**src/rtl/move_ctrl_pkg.sv**
```systemverilog
// Shared definitions for the register-transfer control FSM: state encodings,
// default opcodes, decode result type and immediate extension helper.
package move_ctrl_pkg;

    localparam int ST_W = 4;

    localparam logic [ST_W-1:0] ST_IDLE  = 4'd0;
    localparam logic [ST_W-1:0] ST_RD_J  = 4'd1;
    localparam logic [ST_W-1:0] ST_CAP_J = 4'd2;
    localparam logic [ST_W-1:0] ST_RD_I  = 4'd3;
    localparam logic [ST_W-1:0] ST_CAP_I = 4'd4;
    localparam logic [ST_W-1:0] ST_WR_I  = 4'd5;
    localparam logic [ST_W-1:0] ST_WR_J  = 4'd6;
    localparam logic [ST_W-1:0] ST_ERR   = 4'd7;
    localparam logic [ST_W-1:0] ST_DONE  = 4'd8;

    localparam int DEF_OPC_MOVI = 9;
    localparam int DEF_OPC_MOV  = 10;
    localparam int DEF_OPC_XCHG = 11;

    // Widest immediate/data the extension helper handles.
    localparam int EXT_MAX_W = 64;

    typedef struct packed {
        logic isMovi;
        logic isMov;
        logic isXchg;
        logic illegal;
    } decode_t;

    function automatic logic [EXT_MAX_W-1:0] extendImm(
        input logic [EXT_MAX_W-1:0] immIn,
        input int                   immW,
        input logic                 signExt
    );
        logic [EXT_MAX_W-1:0] res;
        res = '0;
        for (int b = 0; b < EXT_MAX_W; b++) begin
            if (b < immW) begin
                res[b] = immIn[b];
            end else begin
                res[b] = signExt & immIn[immW-1];
            end
        end
        return res;
    endfunction

endpackage

```
**src/rtl/move_op_decode.sv**
```systemverilog
// Combinational instruction classifier: opcode class plus register-index
// range check against the configured register count.
module move_op_decode
    import move_ctrl_pkg::*;
#(
    parameter int              NREG     = 4,
    parameter int              AW       = (NREG > 1) ? $clog2(NREG) : 1,
    parameter int              OP_W     = 4,
    parameter logic [OP_W-1:0] OPC_MOVI = OP_W'(DEF_OPC_MOVI),
    parameter logic [OP_W-1:0] OPC_MOV  = OP_W'(DEF_OPC_MOV),
    parameter logic [OP_W-1:0] OPC_XCHG = OP_W'(DEF_OPC_XCHG)
) (
    input  logic [OP_W-1:0] opcode,
    input  logic [AW-1:0]   ri,
    input  logic [AW-1:0]   rj,
    output decode_t         dec
);

    // One extra bit so NREG == 2**AW is representable.
    localparam logic [AW:0] NREG_V = (AW + 1)'(NREG);

    logic idxOk;

    always_comb begin
        dec        = '0;
        dec.isMovi = (opcode == OPC_MOVI);
        dec.isMov  = (opcode == OPC_MOV);
        dec.isXchg = (opcode == OPC_XCHG);
        idxOk      = ({1'b0, ri} < NREG_V) && ({1'b0, rj} < NREG_V);
        dec.illegal = !(dec.isMovi || dec.isMov || dec.isXchg) || !idxOk;
    end

endmodule

```
**src/rtl/move_ctrl_fsm.sv**
```systemverilog
// Register-transfer control FSM executing MOV, MOVI and XCHG against a
// synchronous register file, with a busy/done/illegal sequencer handshake.
module move_ctrl_fsm
    import move_ctrl_pkg::*;
#(
    parameter int              DATA_W   = 8,
    parameter int              NREG     = 4,
    parameter int              AW       = (NREG > 1) ? $clog2(NREG) : 1,
    parameter int              IMM_W    = 8,
    parameter int              IMM_SEXT = 0,
    parameter int              OP_W     = 4,
    parameter logic [OP_W-1:0] OPC_MOVI = OP_W'(DEF_OPC_MOVI),
    parameter logic [OP_W-1:0] OPC_MOV  = OP_W'(DEF_OPC_MOV),
    parameter logic [OP_W-1:0] OPC_XCHG = OP_W'(DEF_OPC_XCHG)
) (
    input  logic              clk,
    input  logic              reset,
    input  logic              start,
    input  logic [OP_W-1:0]   opcode,
    input  logic [AW-1:0]     ri,
    input  logic [AW-1:0]     rj,
    input  logic [IMM_W-1:0]  imm,
    output logic              busy,
    output logic              done,
    output logic              illegal,
    output logic              rd_en,
    output logic [AW-1:0]     rd_addr,
    input  logic [DATA_W-1:0] rd_data,
    output logic              wr_en,
    output logic [AW-1:0]     wr_addr,
    output logic [DATA_W-1:0] wr_data
);

    logic [ST_W-1:0]   state;
    logic [ST_W-1:0]   nextState;
    logic [OP_W-1:0]   opQ;
    logic [AW-1:0]     riQ;
    logic [AW-1:0]     rjQ;
    logic [IMM_W-1:0]  immQ;
    logic [DATA_W-1:0] tmpJ;
    logic [DATA_W-1:0] tmpI;
    logic [DATA_W-1:0] immExt;
    decode_t           dec;

    move_op_decode #(
        .NREG     (NREG),
        .AW       (AW),
        .OP_W     (OP_W),
        .OPC_MOVI (OPC_MOVI),
        .OPC_MOV  (OPC_MOV),
        .OPC_XCHG (OPC_XCHG)
    ) uDecode (
        .opcode (opcode),
        .ri     (ri),
        .rj     (rj),
        .dec    (dec)
    );

    assign immExt = DATA_W'(extendImm({{(EXT_MAX_W - IMM_W){1'b0}}, immQ},
                                      IMM_W, IMM_SEXT != 0));

    always_comb begin
        nextState = ST_IDLE;
        case (state)
            ST_IDLE: begin
                if (!start) begin
                    nextState = ST_IDLE;
                end else if (dec.illegal) begin
                    nextState = ST_ERR;
                end else if (dec.isMovi) begin
                    nextState = ST_WR_I;
                end else if (dec.isMov || dec.isXchg) begin
                    nextState = ST_RD_J;
                end else begin
                    nextState = ST_ERR;
                end
            end
            ST_RD_J:  nextState = ST_CAP_J;
            ST_CAP_J: nextState = (opQ == OPC_XCHG) ? ST_RD_I : ST_WR_I;
            ST_RD_I:  nextState = ST_CAP_I;
            ST_CAP_I: nextState = ST_WR_I;
            ST_WR_I:  nextState = (opQ == OPC_XCHG) ? ST_WR_J : ST_DONE;
            ST_WR_J:  nextState = ST_DONE;
            ST_ERR:   nextState = ST_IDLE;
            ST_DONE:  nextState = ST_IDLE;
            default:  nextState = ST_IDLE;
        endcase
    end

    always_ff @(posedge clk or posedge reset) begin
        if (reset) begin
            state <= ST_IDLE;
        end else begin
            state <= nextState;
        end
    end

    // Operands are captured only on an accepted instruction, so start pulses
    // while busy cannot disturb an operation in flight.
    always_ff @(posedge clk or posedge reset) begin
        if (reset) begin
            opQ  <= '0;
            riQ  <= '0;
            rjQ  <= '0;
            immQ <= '0;
        end else if (state == ST_IDLE && start) begin
            opQ  <= opcode;
            riQ  <= ri;
            rjQ  <= rj;
            immQ <= imm;
        end
    end

    always_ff @(posedge clk or posedge reset) begin
        if (reset) begin
            tmpJ <= '0;
            tmpI <= '0;
        end else begin
            if (state == ST_CAP_J) begin
                tmpJ <= rd_data;
            end
            if (state == ST_CAP_I) begin
                tmpI <= rd_data;
            end
        end
    end

    // Moore outputs: decoded from state and latched operands only.
    always_comb begin
        busy    = 1'b0;
        done    = 1'b0;
        illegal = 1'b0;
        rd_en   = 1'b0;
        rd_addr = '0;
        wr_en   = 1'b0;
        wr_addr = '0;
        wr_data = '0;
        case (state)
            ST_RD_J: begin
                busy    = 1'b1;
                rd_en   = 1'b1;
                rd_addr = rjQ;
            end
            ST_CAP_J: busy = 1'b1;
            ST_RD_I: begin
                busy    = 1'b1;
                rd_en   = 1'b1;
                rd_addr = riQ;
            end
            ST_CAP_I: busy = 1'b1;
            ST_WR_I: begin
                busy    = 1'b1;
                wr_en   = 1'b1;
                wr_addr = riQ;
                wr_data = (opQ == OPC_MOVI) ? immExt : tmpJ;
            end
            ST_WR_J: begin
                busy    = 1'b1;
                wr_en   = 1'b1;
                wr_addr = rjQ;
                wr_data = tmpI;
            end
            ST_ERR: begin
                busy    = 1'b1;
                done    = 1'b1;
                illegal = 1'b1;
            end
            ST_DONE: begin
                busy = 1'b1;
                done = 1'b1;
            end
            default: begin
                busy = 1'b0;
            end
        endcase
    end

endmodule

```
**config.mk**
```make
export PLATFORM = sky130hd
export DESIGN_NAME = move_ctrl_fsm
export DESIGN_NICKNAME = d
export VERILOG_FILES = /design/src/rtl/move_ctrl_pkg.sv /design/src/rtl/move_op_decode.sv /design/src/rtl/move_ctrl_fsm.sv
export SDC_FILE = /design/constraint.sdc
export NUM_CORES = 1
export LEC_CHECK = 0
export CAP_MARGIN = 20
export CORE_MARGIN = 2
export CORE_UTILIZATION = 55
export CTS_BUF_LIST = sky130_fd_sc_hd__clkbuf_2
export DETAILED_ROUTE_END_ITERATION = 8
export PLACE_DENSITY = 0.88
export SKIP_CTS_REPAIR_TIMING = 1
export SYNTH_ARGS = -nofsm -noshare
export SYNTH_HDL_FRONTEND = slang
export SYNTH_SLANG_ARGS = --single-unit
```
**constraint.sdc**
```tcl
create_clock -name clk -period 4.9 [get_ports clk]
set_input_delay 1.225 -clock clk [delete_from_list [all_inputs] [get_ports clk]]
set_output_delay 1.225 -clock clk [all_outputs]
set_load 0.05 [all_outputs]
```
==> impl_metrics.env <==
export IMPL_grt_pass1_wl_um=6020
export IMPL_detailedRoute_firstPassIterationCount=4
export IMPL_ir_worst_vdd_mv=0.361
export IMPL_stdcell_count=232
export IMPL_hold_path_depth=1
export IMPL_worstRegToRegCells=2
export IMPL_post_layout_net_count=214
export IMPL_synthesis_area_per_instance_um2=12.7
export IMPL_crit_cells=4
export IMPL_cts_buffer_depth=2
export IMPL_slowest_delay_ps=840
export IMPL_vias_per_cell=5.50
export IMPL_critical_path_cell_chain="nor2b_1, nand3b_1, o21ai_0, clkdlybuf4s50_1"
export IMPL_placed_wire_length_estimate_um=2820
export IMPL_drc_errors=0
export IMPL_setup_tns_final_ps=0
export IMPL_die_area_mm2=0.00376
export IMPL_worstSetupEndpointType="output pin"
export IMPL_power_leakage_nw=0.946
export IMPL_post_synth_inst_count=142
export IMPL_cts_root_buf="sky130_fd_sc_hd__clkbuf_2"
export IMPL_tritoncts="done"
export IMPL_design_core_area_mm2=0.00310
export IMPL_maximum_number_of_pins_on_one_net_before_global_route_repair=37
export IMPL_via_count_of_the_first_global_routing_pass=1263
export IMPL_drt_iter0_markers=22
export IMPL_routabilityCongestion=0.732
export IMPL_row_count=20
export IMPL_holdCritPathClass="flip-flop to flip-flop"
export IMPL_finalMaxSlewViolations=0
export IMPL_fmax_ghz=0.251
export IMPL_crit_path_max_fo=11
export IMPL_cp_num_buf_inv=1
export IMPL_hold_worst_slack_ps=527
export IMPL_setup_viol=0
export IMPL_clkLatencyLatePin_ps=400
export IMPL_clkSlewWorstSetupHoldPaths_ps=210
export IMPL_maxCapViolCount=0
export IMPL_total_routing_usage_reported_by_global_routing=0.233
export IMPL_timing_setup_critical_path_class="flip-flop to output pin"
export IMPL_antenna_violating_nets_post_route=0
export IMPL_grt_setup_unrepaired="no"
export IMPL_critPathLaunchType="flip-flop"
export IMPL_relSlewSlack=0.466
export IMPL_cp_arrival_ps=2770
export IMPL_number_of_library_cell_types_mapped_by_synthesis=32
export IMPL_detailroute_via_count=1275
export IMPL_dpl_worst_slack_ps=1390
export IMPL_route_final_wire_length_um=3940
export IMPL_place_detailed_instances=224
export IMPL_worst_slack_ps=910
export IMPL_top_level_ports=44
export IMPL_globalRoute_totalOverflow=0
export IMPL_ys_seq_elements=36
export IMPL_antenna_cells_inserted=0
export IMPL_power_per_cell_area_mw_per_mm2=665
export IMPL_cts_sinks=36
export IMPL_yosys_warnings=0
export IMPL_cts_htree_levels=2
export IMPL_synth_fp_nets=169
export IMPL_area_share_of_the_largest_cell_type_after_synthesis=0.498
export IMPL_post_synth_main_area_contributors="sky130_fd_sc_hd__dfrtp_1 50%, sky130_fd_sc_hd__mux2_2 20%, sky130_fd_sc_hd__mux2i_1 6.1%, sky130_fd_sc_hd__nor4b_4 2.6%, sky130_fd_sc_hd__o21ai_0 2.2%"
export IMPL_floorplan_initialDensity=0.583
export IMPL_critical_path_slowest_cell="sky130_fd_sc_hd__clkdlybuf4s50_1"
export IMPL_fp_dieW_um=61.4
export IMPL_worst_endpoint_required_ps=3670
export IMPL_number_of_hold_violations_in_the_final_report=0
export IMPL_critPathTopFamily="buffers and inverters"
export IMPL_final_period_minus_worst_setup_slack_ps=3990
export IMPL_library_cell_with_the_largest_summed_area_after_synthesis="sky130_fd_sc_hd__dfrtp_1"
export IMPL_drive_gt1_frac=0.261
export IMPL_syn2layout_area_growth_pct=29.2
export IMPL_syn_area_mm2=0.00181
export IMPL_outcome="completed"
export IMPL_final_setup_skew_ps=29.3
export IMPL_die_h_um=61.4
export IMPL_portion_of_the_clock_cycle_consumed_by_the_worst_path_in_the_final_layout=0.814
export IMPL_worst_slew_pin_transition_ps=798
export IMPL_route_detailed_wl_per_inst_um=17.0
export IMPL_initial_antenna_violation_count=0
export IMPL_port_buffers=43
export IMPL_yosysSeqAreaShare=0.498
export IMPL_layout_filler_cells=230
export IMPL_cts_made_buffers=5
export IMPL_fin_total_pwr_mw=1.56
## synth_stat cells
master	instances
sky130_fd_sc_hd__xor2_1	1
sky130_fd_sc_hd__nor2_1	6
sky130_fd_sc_hd__nor3_4	1
sky130_fd_sc_hd__o211ai_1	2
sky130_fd_sc_hd__a21oi_1	1
sky130_fd_sc_hd__o221ai_1	1
sky130_fd_sc_hd__and2_1	1
sky130_fd_sc_hd__nand3_4	1
sky130_fd_sc_hd__nand3b_1	1
sky130_fd_sc_hd__mux2_2	32
sky130_fd_sc_hd__nor4b_4	2
sky130_fd_sc_hd__nor4bb_1	1
sky130_fd_sc_hd__and3_1	1
sky130_fd_sc_hd__nor2b_1	2
sky130_fd_sc_hd__and4bb_2	2
sky130_fd_sc_hd__o2111ai_1	1
sky130_fd_sc_hd__o21ai_0	8
sky130_fd_sc_hd__a21o_1	1
sky130_fd_sc_hd__a22o_1	2
sky130_fd_sc_hd__buf_6	1
sky130_fd_sc_hd__and3b_1	1
sky130_fd_sc_hd__mux2i_1	11
sky130_fd_sc_hd__buf_2	4
sky130_fd_sc_hd__dfrtp_1	36
sky130_fd_sc_hd__nand2_1	10
sky130_fd_sc_hd__buf_4	2
sky130_fd_sc_hd__nor3b_1	2
sky130_fd_sc_hd__inv_1	4
sky130_fd_sc_hd__and4b_1	1
sky130_fd_sc_hd__nand2b_1	1
sky130_fd_sc_hd__xnor2_1	1
sky130_fd_sc_hd__o21bai_1	1
## cell families (layout without fill, tap and decap cells)
kind of cell | count (synthesis) | in the layout | synth area share
AO/OA/AOI/OAI | 17 | 17 | 0.0609
AND/OR/NAND/NOR | 33 | 33 | 0.138
XOR/XNOR | 2 | 2 | 0.00968
buffers and inverters | 11 | 57 | 0.0339
multiplexers | 43 | 43 | 0.260
flip-flops | 36 | 36 | 0.498
## registers in the layout, summed over array words and instances, names as in the netlist
register / cells
immExt: 8
tmpJ: 8
state: 4
rjQ: 2
opQ: 4
riQ: 2
tmpI: 8
## stage by stage
| step | util | instance area (um^2) |
|---|---|---|
| after detailed placement | 0.731 | 2270 |
| after CTS | 0.753 | 2340 |
| after global placement | 0.731 | 2270 |
| after global routing | 0.753 | 2340 |
| after floorplan | - | 1810 |
| final | 0.753 | 2340 |
## final timing paths
| kind | start | slack [ps] | to |
|---|---|---|---|
| setup / recovery | state[2]$_DFF_PP0_ | 910 | wr_data[5] |
| hold / removal | immExt[0]$_DFFE_PP0P_ | 530 | immExt[0]$_DFFE_PP0P_ |
| setup reg to reg | state[1]$_DFF_PP0_ | 2860 | tmpJ[3]$_DFFE_PP0P_ |
| hold reg to reg | immExt[0]$_DFFE_PP0P_ | 530 | immExt[0]$_DFFE_PP0P_ |
| max in group asynchronous | reset | 3370 | tmpJ[0]$_DFFE_PP0P_ |
| min in group asynchronous | reset | 1180 | tmpJ[5]$_DFFE_PP0P_ |
## placed cells by master (no fill, tap or decap), types with 2 or more instances in the layout
cell | netlist | final
sky130_fd_sc_hd__nor2b_1 | 2 | 2
sky130_fd_sc_hd__buf_4 | 2 | 2
sky130_fd_sc_hd__nor2_1 | 6 | 6
sky130_fd_sc_hd__and4bb_2 | 2 | 2
sky130_fd_sc_hd__o21ai_0 | 8 | 8
sky130_fd_sc_hd__nor4b_4 | 2 | 2
sky130_fd_sc_hd__nor3b_1 | 2 | 2
sky130_fd_sc_hd__nand2_1 | 10 | 10
sky130_fd_sc_hd__clkdlybuf4s50_1 | 0 | 43
sky130_fd_sc_hd__inv_1 | 4 | 4
sky130_fd_sc_hd__mux2_2 | 32 | 32
sky130_fd_sc_hd__o211ai_1 | 2 | 2
sky130_fd_sc_hd__a22o_1 | 2 | 2
sky130_fd_sc_hd__dfrtp_1 | 36 | 36
sky130_fd_sc_hd__mux2i_1 | 11 | 11
sky130_fd_sc_hd__clkbuf_2 | 0 | 5
## metal layers
metal	wire length [um]	GRT usage
met1	1660	0.279
met2	2020	0.397
met3	197	0.0693
met4	55	0.0881
met5	0	0
## cell type report
class	count	area, um^2	area share
clock inverter	3	42.5	0.0182
tap	44	55.1	0.0236
timing repair buffer	45	445	0.191
inverter	4	15.0	0.00642
sequential	36	901	0.385
multi-input combinational	95	853	0.365
clock buffer	5	25.0	0.0107
## power breakdown
group / leakage, nW / total (mW) / internal (mW) / switching [mW]
combinational: 0.478 / 0.774 / 0.371 / 0.403
clock: 0.0390 / 0.192 / 0.0851 / 0.107
sequential: 0.430 / 0.589 / 0.448 / 0.141
(Power assumes the default switching activity.)
==> RTL edit 1: new RTL, same flow settings <==
`NREG` is set to 4 in 2 places; all go to 8.
--- a/src/rtl/move_op_decode.sv
+++ b/src/rtl/move_op_decode.sv
@@ -4,5 +4,5 @@
     import move_ctrl_pkg::*;
 #(
-    parameter int              NREG     = 4,
+    parameter int              NREG     = 8,
     parameter int              AW       = (NREG > 1) ? $clog2(NREG) : 1,
     parameter int              OP_W     = 4,
--- a/src/rtl/move_ctrl_fsm.sv
+++ b/src/rtl/move_ctrl_fsm.sv
@@ -5,5 +5,5 @@
 #(
     parameter int              DATA_W   = 8,
-    parameter int              NREG     = 4,
+    parameter int              NREG     = 8,
     parameter int              AW       = (NREG > 1) ? $clog2(NREG) : 1,
     parameter int              IMM_W    = 8,
Interface: changed (resized rd_addr, ri, rj and wr_addr); port bits go from 44 to 48. No check against the original RTL was run, so the function may have changed too.
==> RTL edit 1 against the unedited design <==
Critical path depth unchanged; fmax decreased by 6.2%; worst setup slack lost 0.27 ns; largest power group unchanged; global-route usage down 0.19 points; hold slack gained 0.011 ns; utilization decreased by 1.9 points; register-to-register slack worse by 0.22 ns; power is 4.1% higher; sequential cell count increased by 2; routed wire length rose by 0.76%; count of clock-buffer cells in the layout unchanged; clock skew decreased by 0.018 ns; cell area increased by 3.2%; area after synthesis increased by 2.1%.
==> RTL edit 1: results (changes against the unedited design) <==
Layout
  • FILL cells: 225 (-2.2%)
  • Final nets: 215 (+0.47%)
  • Antenna Cells: 0 (unchanged)
  • Layout cell share with drive strength beyond 1: 26.3% (+0.28 points)

Clock network
  • Clock buffer count from CTS: 5 (unchanged)
  • CTS max path bufs: 2 (unchanged)
  • Clk slew on worst S/H paths: 0.19 ns (-0.02 ns)
  • Clock Latency Late Sink: 0.38 ns (-0.02 ns)
  • Htree depth: 2 (unchanged)
  • Root buffer cell: clkbuf_2

Power and ir drop
  • Max IR drop VDD: 0.301 mV (-17%)
  • Sw Share: 41.6% (-0.23 points)
  • Leak: 0.972 nW (+2.7%)

Route
  • Via density per instance: 5.47 (-0.39%)
  • Post-route ant nets: 0 (unchanged)
  • First-pass iteration count of the detailed router: 4 (unchanged)
  • Detailed Route WL: 3970 um (+0.76%)
  • DR iter-0 viols: 41 (+86%)

STA
  • Slew Limit Headroom: 32.1% (-15 points)
  • Clock Skew: 0.0117 ns (-0.0176 ns)

Place
  • Port buffer count: 47 (+9.3%)
  • GP Congestion: 0.841 (+15%)
  • DP HPWL: 2870 um (+1.7%)

Synthesis
  • Post-synthesis cell type count: 27 (-16%)
  • Ys async rst share: 100% (unchanged)
  • Top cells by count, synth: 38 x dfrtp_1, 34 x mux2_2, 11 x mux2i_1
  • Ys Warns: 0 (unchanged)
  • Sequential element share of the synthesized area: 51.5% (+1.7 points)
  • Largest cells by area after synthesis: dfrtp_1 51%, mux2_2 21%, mux2i_1 6.0%
  • Syn nets: 167 (-1.2%)
  • Synth Flop Type: dfrtp_1

Setup path
  • WP data arrival: 3.03 ns (+0.26 ns)
  • Max incr delay on CP: 0.80 ns (-0.04 ns)
  • Worst r2r path cells: 3 (+1)
  • Worst path slowest cell: clkdlybuf4s50_1
  • Crit Path Max Fanout: 12 (+1)
  • Crit path max-delay family: simple AND/OR/NAND/NOR gates

Worst hold path
  • Hold WC Path Type: reg -> reg
  • Min-Delay Path Depth: 1 (unchanged)

GRT
  • First-pass GRT wire length: 6220 um (+3.3%)
  • Antenna violations before repair: 0 (unchanged)
  • Largest net degree at the start of global routing: 39 (+5.4%)
  • Vias in the first global route: 1,361 (+7.8%)
  • GR Util All Layers: 23.1% (-0.19 points)

Status
  • Status: finished, final reports clean
-- RTL edit 1: logic make-up after synthesis --
group	count (synthesis)	share of synthesized area, %
DFF	38	51.5
AOI/OAI and AO/OA	19	8.53
and+or+nand+nor	25	10.0
xor gates and xnor gates	1	0.474
buffers and inverters	10	2.84
muxes	45	26.7
-- RTL edit 1: stage by stage --
| step | std cells | area (sq um) | power [mW] | utilization, % | worst slack, ns |
|---|---|---|---|---|---|
| 2_1_floorplan | 138 | 1850 | 1.21 | - | 1.72 |
| 3_3_place_gp | 225 | 2350 | 1.40 | 71.6 | 1.19 |
| 3_5_place_dp | 225 | 2350 | 1.45 | 71.6 | 1.12 |
| 4_1_cts | 232 | 2410 | 1.63 | 73.4 | 0.654 |
| 5_1_grt | 232 | 2410 | 1.71 | 73.4 | 0.449 |
| 6_report | 232 | 2410 | 1.62 | 73.4 | 0.644 |
-- RTL edit 1: area by class of cell --
cell class	instances	share of cell area, %
clock inverters	2	1.40
inverters	2	0.311
repair buffers	49	20.1
well taps	46	2.39
clock buffers	5	1.04
multi-input cells	90	35.3
flip-flops and latches	38	39.4
-- RTL edit 1: path summary, 6_finish.rpt --
check	from	to	slack [ns]
worst max register to register	state[1]	rjQ[2]	2.64
max in group asynchronous	reset	tmpI[2]	3.35
min in group asynchronous	reset	immExt[1]	1.21
worst max-delay path	state[1]	wr_addr[2]	0.64
worst min-delay path	immExt[7]	immExt[7]	0.54
worst min register to register	immExt[7]	immExt[7]	0.54
-- RTL edit 1: power by group through the flow --
stage               Sequential [mW]  Combinational (mW)  Clock [mW]
floorplan                     0.548               0.664           0
global placement              0.603               0.796           0
detailed placement            0.622               0.824           0
CTS                           0.614               0.826       0.186
global route                  0.638               0.873       0.204
finish                        0.616               0.819       0.183
-- RTL edit 1: per-layer routing --
layer | GRT usage (%) | wire length, um
met2 | 38.4 | 2000
met4 | 9.42 | 95
met5 | 0 | 0
met1 | 28.2 | 1700
met3 | 6.42 | 171
-- RTL edit 1: worst reg2reg max path: stages, from the launching register on --
cell and delay [ns]:
dfrtp_1 0.59, nor3_4 0.29, nand3b_1 0.72, mux2_2 0.56
==> RTL edit 2: new RTL, same settings <==
Made on the original files. Reset style: synchronous (`reset`), changed in 3 clocked blocks.
--- a/src/rtl/move_ctrl_fsm.sv
+++ b/src/rtl/move_ctrl_fsm.sv
@@ -88,5 +88,5 @@
     end
 
-    always_ff @(posedge clk or posedge reset) begin
+    always_ff @(posedge clk) begin
         if (reset) begin
             state <= ST_IDLE;
@@ -98,5 +98,5 @@
     // Operands are captured only on an accepted instruction, so start pulses
     // while busy cannot disturb an operation in flight.
-    always_ff @(posedge clk or posedge reset) begin
+    always_ff @(posedge clk) begin
         if (reset) begin
             opQ  <= '0;
@@ -112,5 +112,5 @@
     end
 
-    always_ff @(posedge clk or posedge reset) begin
+    always_ff @(posedge clk) begin
         if (reset) begin
             tmpJ <= '0;
Check against the original RTL: differs if reset is asserted again (counterexample within 4 cycles, from zero or initial values and one cycle with reset high); with reset held inactive, the same outputs for 10 cycles.
==> RTL edit 2 against the unedited design <==
Register-to-register slack gained 0.30 ns; clock skew down 0.013 ns; routed wire length is 0.38% lower; worst setup slack got worse by 0.12 ns; area after synthesis decreased by 5.3%; cell area decreased by 8.7%; critical path depth is the same; sequential cell count did not move; critical path type unchanged; critical endpoint is now wr_addr[1].
Power is not compared: it rests on default switching activity, and its combinational part moved more than twofold at a synthesized area within 25%.
==> RTL edit 2: results (changes against the unedited design) <==
Status
  • Status: finished, final reports clean

Synthesis
  • Synth Flop Type: dfxtp_1
  • Largest cells by area after synthesis: dfxtp_1 42%, nand2_1 17%, a21oi_1 11%
  • Post-synthesis mux area share: 5.84% (-20 points)
  • Syn nets: 251 (+49%)
  • Sequential element share of the synthesized area: 42.1% (-7.7 points)
  • Top cells by count, synth: 77 x nand2_1, 37 x a21oi_1, 36 x dfxtp_1
  • Ys async rst share: 0% (-100 points)
  • Area share of fa/ha/maj cells after synthesis: 0% (unchanged)
  • Complex-gate fraction of the synthesized area: 16.9% (+11 points)
  • Mean post-synth cell area: 7.65 sq um (-40%)
  • Post-synthesis cell type count: 30 (-6.3%)
  • Xor/xnor share of the synthesized area: 0.511% (-0.46 points)

Layout
  • Antenna Cells: 0 (unchanged)
  • Final nets: 286 (+34%)
  • Layout cell share with drive strength beyond 1: 5.77% (-20 points)
  • FILL cells: 256 (+11%)

Route
  • Routed met1 length: 1760 um (+5.8%)
  • Via density per instance: 5.37 (-2.3%)
  • First-pass iteration count of the detailed router: 4 (unchanged)
  • WL met3: 250 um (+27%)
  • Met2 wire len: 1860 um (-8.1%)
  • Detailed Route WL: 3920 um (-0.38%)
  • Average wire per standard cell: 13.4 um (-21%)
  • DR iter-0 viols: 42 (+91%)

Clock network
  • Clk slew on worst S/H paths: 0.17 ns (-0.04 ns)
  • CTS max path bufs: 2 (unchanged)
  • Clock buffer count from CTS: 5 (unchanged)
  • Htree depth: 2 (unchanged)

STA
  • Clock Skew: 0.0160 ns (-0.0133 ns)
  • Slew Limit Headroom: 48.4% (+1.8 points)

Place
  • GP Congestion: 0.867 (+19%)
  • Placement Cell Area: 2090 sq um (-7.8%)
  • Port buffer count: 43 (unchanged)
  • DP HPWL: 2700 um (-4.4%)

GRT
  • First-pass GRT wire length: 6450 um (+7.1%)
  • Largest net degree at the start of global routing: 34 (-8.1%)
  • Vias in the first global route: 1,461 (+16%)
  • GR Util All Layers: 24.0% (+0.79 points)

Worst hold path
  • Hold WC Path Type: reg -> reg

Floorplanning
  • Die span in x: 59.8 um (-2.5%)

Power and ir drop
  • Power Internal: between 0.5 and 0.6 mW

Setup path
  • WP data arrival: 2.89 ns (+0.12 ns)
## RTL edit 2: changes by cell type in the layout (fill, tap and decap cells not counted), moves of 3 or more
cell	delta
nand2_1	+67
a21oi_1	+36
dfrtp_1	-36
dfxtp_1	+36
mux2_2	-32
o21ai_1	+8
o21ai_0	-5
nor2_1	+4
nand2b_1	+3
nor3_1	+3
## RTL edit 2: worst paths after layout
kind | start | end | slack [ns] | cells past startpoint
setup / recovery | state[2] | wr_addr[1] | 0.79 | 4
hold / removal | tmpJ[1] | tmpJ[1] | 0.47 | 2
setup reg to reg | state[1] | state[2] | 3.16 | 4
hold reg to reg | tmpJ[1] | tmpJ[1] | 0.47 | 2
## RTL edit 2: kinds of logic after synthesis
kind of cell,Yosys count
AO/OA/AOI/OAI,53
XOR/XNOR,1
buffers and inverters,18
flip-flops,36
multiplexers,10
AND/OR/NAND/NOR,106
## RTL edit 2: power by group through the flow
stage               Sequential, mW  Combinational (mW)  Clock [mW]
finish                       0.398               0.332       0.139
global route                 0.406               0.368       0.151
CTS                          0.397               0.333       0.138
detailed placement           0.405               0.332           0
global placement             0.404               0.327           0
floorplan                    0.374               0.292           0
## RTL edit 2: cell type report
class / count / area share (%)
clock buffer: 6 / 1.41
clock inverter: 2 / 0.528
inverter: 2 / 0.352
multi-input combinational: 170 / 41.5
sequential: 36 / 33.8
tap: 33 / 1.94
timing repair buffer: 44 / 20.5
## RTL edit 2: critical path, cell delays in order (launching register included)
cell and delay, ns:
dfxtp_1 0.52, nand2b_1 0.25, nor2_1 0.67, a22o_1 0.26, clkdlybuf4s50_1 0.80
## RTL edit 2: stage by stage
stage	util, %	hold slack (ns)	setup WS (ns)
finish	71.0	0.466	0.787
global route	71.0	0.499	0.535
CTS	71.0	0.469	0.772
detailed placement	69.7	0.448	1.24
global placement	69.7	0.442	1.28
floorplan	-	0.436	1.87
## RTL edit 2: layer usage
layer	global-route usage, %	vias up
met4	9.84	0
li1	-	813
met5	0	-
met1	29.3	697
met3	7.58	8
met2	39.1	55
